===== src/rtl/sipo_rx_pkg.sv =====
// Shared types and constants for the LSB-first serial receiver.
package sipo_rx_pkg;

  localparam int WIDTH_DEF = 4;

  typedef enum logic [1:0] {
    IDLE  = 2'd0,
    SHIFT = 2'd1,
    PAR   = 2'd2
  } state_e;

  // Bits needed to hold a count of 0..n (i.e. clog2(n+1)).
  function automatic int cnt_w(input int n);
    int r;
    r = 0;
    for (int i = 0; i < 31; i++)
      if ((1 << i) < (n + 1)) r = i + 1;
    return r;
  endfunction

endpackage


===== src/rtl/sipo_shreg.sv =====
// Right-shifting, MSB-in shift register with synchronous clear (clear then shift
// when both are asserted). LOOKAHEAD exposes the value after a shift on dout.
import sipo_rx_pkg::*;

module sipo_shreg #(
  parameter int WIDTH     = WIDTH_DEF,
  parameter bit LOOKAHEAD = 1'b0
) (
  input  logic             clk,
  input  logic             rst_n,
  input  logic             clr,
  input  logic             sh,
  input  logic             din,
  output logic [WIDTH-1:0] dout
);

  logic [WIDTH-1:0] sr_q, sr_d;

  always_comb begin
    sr_d = sr_q;
    if (clr) sr_d = '0;
    if (sh)  sr_d = {din, sr_d[WIDTH-1:1]};
  end

  always_ff @(posedge clk or negedge rst_n)
    if (!rst_n) sr_q <= '0;
    else        sr_q <= sr_d;

  assign dout = LOOKAHEAD ? {din, sr_q[WIDTH-1:1]} : sr_q;

endmodule


===== src/rtl/sipo_rx.sv =====
// Serial-in parallel-out receiver with one-deep valid/ready output buffer.
// Optional even-parity check enabled by defining SIPO_RX_PARITY_EN.
import sipo_rx_pkg::*;

module sipo_rx #(
  parameter int WIDTH = WIDTH_DEF
) (
  input  logic             in_clk,
  input  logic             in_rst_n,
  input  logic             in_si,
  input  logic             in_sv,
  input  logic             in_start,
  input  logic             in_ready,
  input  logic             in_clr,
  output logic [WIDTH-1:0] o_data,
  output logic             o_valid,
  output logic             o_perr,
  output logic             o_ovf
);

  localparam int CW = cnt_w(WIDTH);
`ifdef SIPO_RX_PARITY_EN
  localparam bit PAR_EN = 1'b1;
`else
  localparam bit PAR_EN = 1'b0;
`endif

  state_e           state_q, state_d;
  logic [CW-1:0]    cnt_q, cnt_d;
  logic [WIDTH-1:0] data_q, data_d;
  logic             valid_q, valid_d;
  logic             ovf_q, ovf_d;
  logic             sh_clr, sh_en, done;
  logic [WIDTH-1:0] word;

  // Without parity the last data bit completes the word, so the word is read
  // as the post-shift view; with parity it is already resident when PAR ends.
  sipo_shreg #(.WIDTH(WIDTH), .LOOKAHEAD(!PAR_EN)) u_shreg (
    .clk  (in_clk),
    .rst_n(in_rst_n),
    .clr  (sh_clr),
    .sh   (sh_en),
    .din  (in_si),
    .dout (word)
  );

`ifdef SIPO_RX_PARITY_EN
  logic perr_q, perr_d, word_perr;
  assign word_perr = (^word) ^ in_si;
`endif

  always_comb begin
    state_d = state_q;
    cnt_d   = cnt_q;
    sh_clr  = 1'b0;
    sh_en   = 1'b0;
    done    = 1'b0;
    if (in_sv) begin
      if (in_start) begin
        sh_clr  = 1'b1;
        sh_en   = 1'b1;
        cnt_d   = CW'(1);
        state_d = SHIFT;
      end else begin
        case (state_q)
          SHIFT: begin
            if (cnt_q == CW'(WIDTH - 1)) begin
`ifdef SIPO_RX_PARITY_EN
              sh_en   = 1'b1;
              cnt_d   = CW'(WIDTH);
              state_d = PAR;
`else
              done    = 1'b1;
              sh_clr  = 1'b1;
              cnt_d   = '0;
              state_d = IDLE;
`endif
            end else begin
              sh_en = 1'b1;
              cnt_d = cnt_q + CW'(1);
            end
          end
`ifdef SIPO_RX_PARITY_EN
          PAR: begin
            done    = 1'b1;
            sh_clr  = 1'b1;
            cnt_d   = '0;
            state_d = IDLE;
          end
`endif
          default: ;
        endcase
      end
    end
  end

  // Output buffer: a completing word is dropped only if the held word is not
  // being accepted on the same edge; an overrun set beats a clear.
  always_comb begin
    data_d  = data_q;
    valid_d = valid_q;
    ovf_d   = ovf_q;
`ifdef SIPO_RX_PARITY_EN
    perr_d  = perr_q;
`endif
    if (in_clr) ovf_d = 1'b0;
    if (done) begin
      if (valid_q && !in_ready) begin
        ovf_d = 1'b1;
      end else begin
        data_d  = word;
        valid_d = 1'b1;
`ifdef SIPO_RX_PARITY_EN
        perr_d  = word_perr;
`endif
      end
    end else if (valid_q && in_ready) begin
      valid_d = 1'b0;
    end
  end

  always_ff @(posedge in_clk or negedge in_rst_n)
    if (!in_rst_n) begin
      state_q <= IDLE;
      cnt_q   <= '0;
      data_q  <= '0;
      valid_q <= 1'b0;
      ovf_q   <= 1'b0;
    end else begin
      state_q <= state_d;
      cnt_q   <= cnt_d;
      data_q  <= data_d;
      valid_q <= valid_d;
      ovf_q   <= ovf_d;
    end

`ifdef SIPO_RX_PARITY_EN
  always_ff @(posedge in_clk or negedge in_rst_n)
    if (!in_rst_n) perr_q <= 1'b0;
    else           perr_q <= perr_d;
  assign o_perr = perr_q;
`else
  assign o_perr = 1'b0;
`endif

  assign o_data  = data_q;
  assign o_valid = valid_q;
  assign o_ovf   = ovf_q;

endmodule


===== config.mk =====
export PLATFORM = sky130hd
export DESIGN_NAME = sipo_rx
export DESIGN_NICKNAME = d
export VERILOG_FILES = /design/src/rtl/sipo_rx_pkg.sv /design/src/rtl/sipo_shreg.sv /design/src/rtl/sipo_rx.sv
export SDC_FILE = /design/constraint.sdc
export NUM_CORES = 1
export LEC_CHECK = 0
export ABC_AREA = 1
export BUFFER_PORTS_ARGS = -buffer_cell sky130_fd_sc_hd__buf_2
export CORE_MARGIN = 3
export CORE_UTILIZATION = 35
export DETAILED_ROUTE_END_ITERATION = 8
export PLACE_DENSITY = 0.61
export SYNTH_ARGS = -nofsm -noshare
export SYNTH_HDL_FRONTEND = slang
export SYNTH_SLANG_ARGS = --single-unit

===== constraint.sdc =====
create_clock -name in_clk -period 1.6 [get_ports in_clk]
set_input_delay 0.08 -clock in_clk [delete_from_list [all_inputs] [get_ports in_clk]]
set_output_delay 0.08 -clock in_clk [all_outputs]
set_load 0.005 [all_outputs]

# After elaboration in Yosys (flattened, before gate mapping)
# Index checks and enable logic that the tools add are counted.
dict set report word_totals {
  ff_bits 14
  output_inout_bits 7
  wordCells 45
}
dict set report classes {
  addsub 1
  eq_ne 3
  muxes 24
  bitwise 1
  reduce_logical 10
}
# op n
set op_table {}
lappend op_table {{two-way mux 1 bit} 16}
lappend op_table {{two-way mux 3 bit} 3}
lappend op_table {{two-way mux 4 bit} 2}
lappend op_table {{two-way mux 2 bit} 3}
lappend op_table {{AND reduction 2 bit} 3}
lappend op_table {{nonzero test 2 bit} 3}
lappend op_table {{adder 3 x 1 -> 3 bit (second input constant)} 1}
lappend op_table {{equality test 3 x 2 -> 1 bit (second input constant)} 1}
lappend op_table {{AND reduction 3 bit} 1}
lappend op_table {{equality test 2 x 1 -> 1 bit (second input constant)} 1}
lappend op_table {{logical AND 1 bit} 2}
lappend op_table {{!= test 2 bit (second input constant)} 1}
lappend op_table {{zero test 1 bit} 1}
lappend op_table {{inverter 1 bit} 1}

# Depth between registers and ports, before layout
dict set report depth {
  word_depth 7
  mapped_depth 6
  mapped_depth_nobuf 6
}

# By module
# Synthesis repeated with hierarchy kept, for this count alone.
dict set report hier_totals {
  cells_unflattened 74
  hier_area_um2 616.8
}
# mod n_inst cells_per_inst area_each_um2
set modules_own_cells {}
lappend modules_own_cells {sipo_rx 1 58 484.2}
lappend modules_own_cells {sipo_shreg 1 16 132.6}

# Worst setup path before layout
# Ideal clock, no wire load.
dict set report synth_timing {
  path_type {register to register}
  from {register cnt_q[0]}
  to {register data_q[0], in the netlist o_data[0]}
  setup_time_ns 0.117
  arrival_time_ns 0.979
  required_ns 1.483
  setup_slack_ns 0.504
  path_stages_with_launch 7
  path_cell_list {dfrtp_1 -> ha_1 -> nand2_2 -> nor2_4 -> nand3_2 -> nand2_1 -> nand2_1}
}
dict set report synth_via {
  elab_chain_len 6
}
# item line
set synth_lines {}
lappend synth_lines {{start: declaration} sipo_rx.sv:29} ;# logic [CW-1:0] cnt_q, cnt_d;
lappend synth_lines {{start signal: assignment} sipo_rx.sv:131} ;# cnt_q <= cnt_d;
lappend synth_lines {{equality test 3 x 2 -> 1 bit} sipo_rx.sv:67} ;# if (cnt_q == CW'(WIDTH - 1)) begin
lappend synth_lines {{two-way mux 1 bit} sipo_rx.sv:67}
lappend synth_lines {{two-way mux 1 bit} sipo_rx.sv:65} ;# case (state_q)
lappend synth_lines {{two-way mux 1 bit} sipo_rx.sv:59} ;# if (in_start) begin
lappend synth_lines {{two-way mux 1 bit} sipo_rx.sv:58} ;# if (in_sv) begin
lappend synth_lines {{AND reduction 2 bit (no line)} -}
lappend synth_lines {{end signal: assignment} sipo_rx.sv:132} ;# data_q <= data_d;
lappend synth_lines {{end: declaration} sipo_rx.sv:30} ;# logic [WIDTH-1:0] data_q, data_d;
# Every way passes these cells.
# A chain may end at the register's enable or synchronous reset.

# Final worst setup path
dict set report layout_timing {
  from {register cnt_q[0]}
  to {register data_q[2], in the netlist o_data[2]}
}
# The elaborated chain is that of the path after synthesis.

==> metrics.md <==
| Metric | Value |
|---|---|
| RSZ-0062 raised after global routing | no |
| DRT Wirelength | 1150 um |
| Fin Clk Skew | 0.00593 ns |
| Die Wd | 47.6 um |
| Warnings, synthesis | 0 |
| Hold_ws | 0.0339 ns |
| CTS Buffer Depth | 2 |
| Global route overflow | 0 |
| Die area | 2260 um2 |
| LEAKAGE | 0.396 nW |
| Worst-path clk slew | 0.08 ns |
| Metal1 wirelength | 546 um |
| CP startpoint kind | flop |
| #FFs+latches synth | 13 |
| Most frequent cells after synthesis | nand2_1 (20), dfrtp_1 (13), inv_1 (9) |
| R2R Setup Slk | 0.38 ns |
| Slowest stage delay, CP | 0.37 ns |
| Placer Congestion | 0.782 |
| Number of synthesized flops with an enable pin | 0 |
| Setup crit end kind | flop |
| Clock root buffer | clkbuf_4 |
| Synth Cell Area | 604 um2 |
| Largest delay share family, worst path | simple AND/OR/NAND/NOR gates |
| CP Max Fanout | 7 |
| CTS tree | done |
| Post-synth ARST share | 100% |
| Drt via density | 5.02 |
| GRT Total Usage | 11.6% |
| WL met2 | 537 um |
| # rows | 14 |
| Syn Nets | 76 |
| Nets | 93 |
| Critical path's slowest cell | dfrtp_1 |
| Critical path class | flop to flop |
| Setup TNS | 0 ns |
| Worst endpoint data arrival time | 1.39 ns |
| Vias | 502 |
| Post-Place Cells | 95 |
| Post-synth cell types | 17 |
| Cell mode on critical path | nand2_1 |
| Syn_area_per_cell | 8.89 um2 |
| Die Ht | 47.6 um |
| Crit path cell chain | ha_1 -> nand2_2 -> nor2_4 -> nand3_2 -> nand2_1 -> nand2_1 |
| Clk_lat worst skew | 0.28 ns |
| Final ANT Viol Nets | 0 |
| Synth area leaders | dfrtp_1 (54%), nand2_1 (12%), nand4_1 (6.2%) |
| Post-synth top area share | 53.8% |
| Met3 wire len | 45 um |
| Count leader, synth | nand2_1 |
| Dominant cell type by area after synthesis | dfrtp_1 |
| Endpoints failing setup | 0 |
| Sequential-to-total area share from yosys stat | 53.8% |
| DR WL/cell | 11.5 um |
| Post-Syn Instances | 68 |
| Max-cap violations | 0 |
| Global-route wire length before repair | 1830 um |
| Largest net degree at the start of global routing | 14 |
| CTS sink count | 13 |
| DRC viols | 0 |
| IO Count | 14 |
| Starting Density | 38.8% |
| Number of port buffers | 12 |
| Cts bufs inserted | 3 |
| Status | completed |
| Share of layout cells above drive strength 1 | 23.8% |
| Peak supply drop | 0.731 mV |
| Non-filler cells, final | 100 |
| 1st-pass router iterations | 4 |
| Area grow syn2layout | 18.0% |
| CP bufs+invs | 0 |
| Antenna violations before repair | 0 |
| Final count of hold timing violations | 0 |
| Pwr dens | 1360 nW/um2 |
| Worst hold path class | input port to flop |
| Max Clk Rate | 0.818 GHz |
| Synth Flop Type | dfrtp_1 |
| Worst EP required | 1.77 ns |
| Fin crit period | 1.22 ns |
| Initial DRC Count | 2 |
| Crit share post-route | 76.4% |
| Detailed placement HPWL | 881 um |
| Antenna diode count | 0 |
| Max layer used | met4 |
| Util after Layout | 45.7% |
| Number of global-route vias before repair | 443 |
| Max-slew violation count | 0 |
| H-tree depth | 1 |
| Tot Pwr | 0.971 mW |
| CORE AREA | 1560 um2 |
[state kept, by name, indices dropped and copies added, names as in the netlist]
register / cells
u_shreg.sr_q: 3
cnt_q: 3
state_q: 1
o_data: 4
o_ovf: 1
o_valid: 1
[worst reg2reg max path, stage by stage, from the launching register on]
cell and delay, ns:
dfrtp_1 0.37, ha_1 0.21, nand2_2 0.12, nor2_4 0.17, nand3_2 0.12, nand2_1 0.08
nand2_1 0.05
[path summary, 6_finish.rpt]
path | startpoint | endpoint | cells after the start
worst min-delay path | in_si | u_shreg.sr_q[3]$_DFF_PN0_ | 3
max in group asynchronous | in_rst_n | o_ovf$_DFF_PN0_ | 2
worst min register to register | o_data[3]$_DFFE_PN0P_ | o_data[3]$_DFFE_PN0P_ | 2
min in group asynchronous | in_rst_n | o_valid$_DFFE_PN0P_ | 2
worst max register to register | cnt_q[0]$_DFFE_PN0P_ | o_data[2]$_DFFE_PN0P_ | 6
worst max-delay path | cnt_q[0]$_DFFE_PN0P_ | o_data[2]$_DFFE_PN0P_ | 6
[per-layer routing]
metal | vias to the layer above | track usage (%)
met4 | 0 | 6.45
met5 | - | 0
met1 | 227 | 15.5
li1 | 259 | -
met2 | 12 | 17.4
met3 | 4 | 2.26
[logic make-up after synthesis]
family	count (synthesis)	share of synthesized area (%)
AND/OR/NAND/NOR	33	26.7
flip-flops	13	53.8
AO/OA/AOI/OAI	10	9.94
buffers and inverters	10	6.83
adder cells (fa/ha/maj)	1	2.07
other	1	0.621
[cell type report]
type,count,area (um2)
clock buffer,4,26.3
fill,156,846
inverter,9,33.8
multi-input combinational,45,238
sequential,13,325
tap,16,20.0
timing repair buffer,13,70.1
[placed cells by master (no fill, tap or decap), drive strengths merged]
cell / instances
o211ai: 3
nand3: 2
nor2: 3
ha: 1
inv: 9
clkbuf: 4
nand2: 22
o21ai: 6
conb: 1
dlygate4sd3: 1
buf: 12
a211oi: 1
dfrtp: 13
nand4: 6
[per-stage QoR]
step	setup WS, ns	cell area [um2]
6_report	0.378	713
4_1_cts	0.372	713
3_3_place_gp	0.431	677
5_1_grt	0.266	713
2_1_floorplan	0.504	604
3_5_place_dp	0.390	677
[report_power, final]
group	total (mW)	switching [mW]	internal (mW)	leakage [nW]
combinational	0.279	0.164	0.114	0.213
clock	0.198	0.102	0.0968	0.0150
sequential	0.494	0.0637	0.430	0.168
[what timing repair did]
item / in CTS / in global routing
hold buffers: 1 / 0
resized for setup: 0 / 0
endpoints found under the hold margin: 13 / 0
setup buffers: 0 / 0
(Power assumes the default switching activity.)
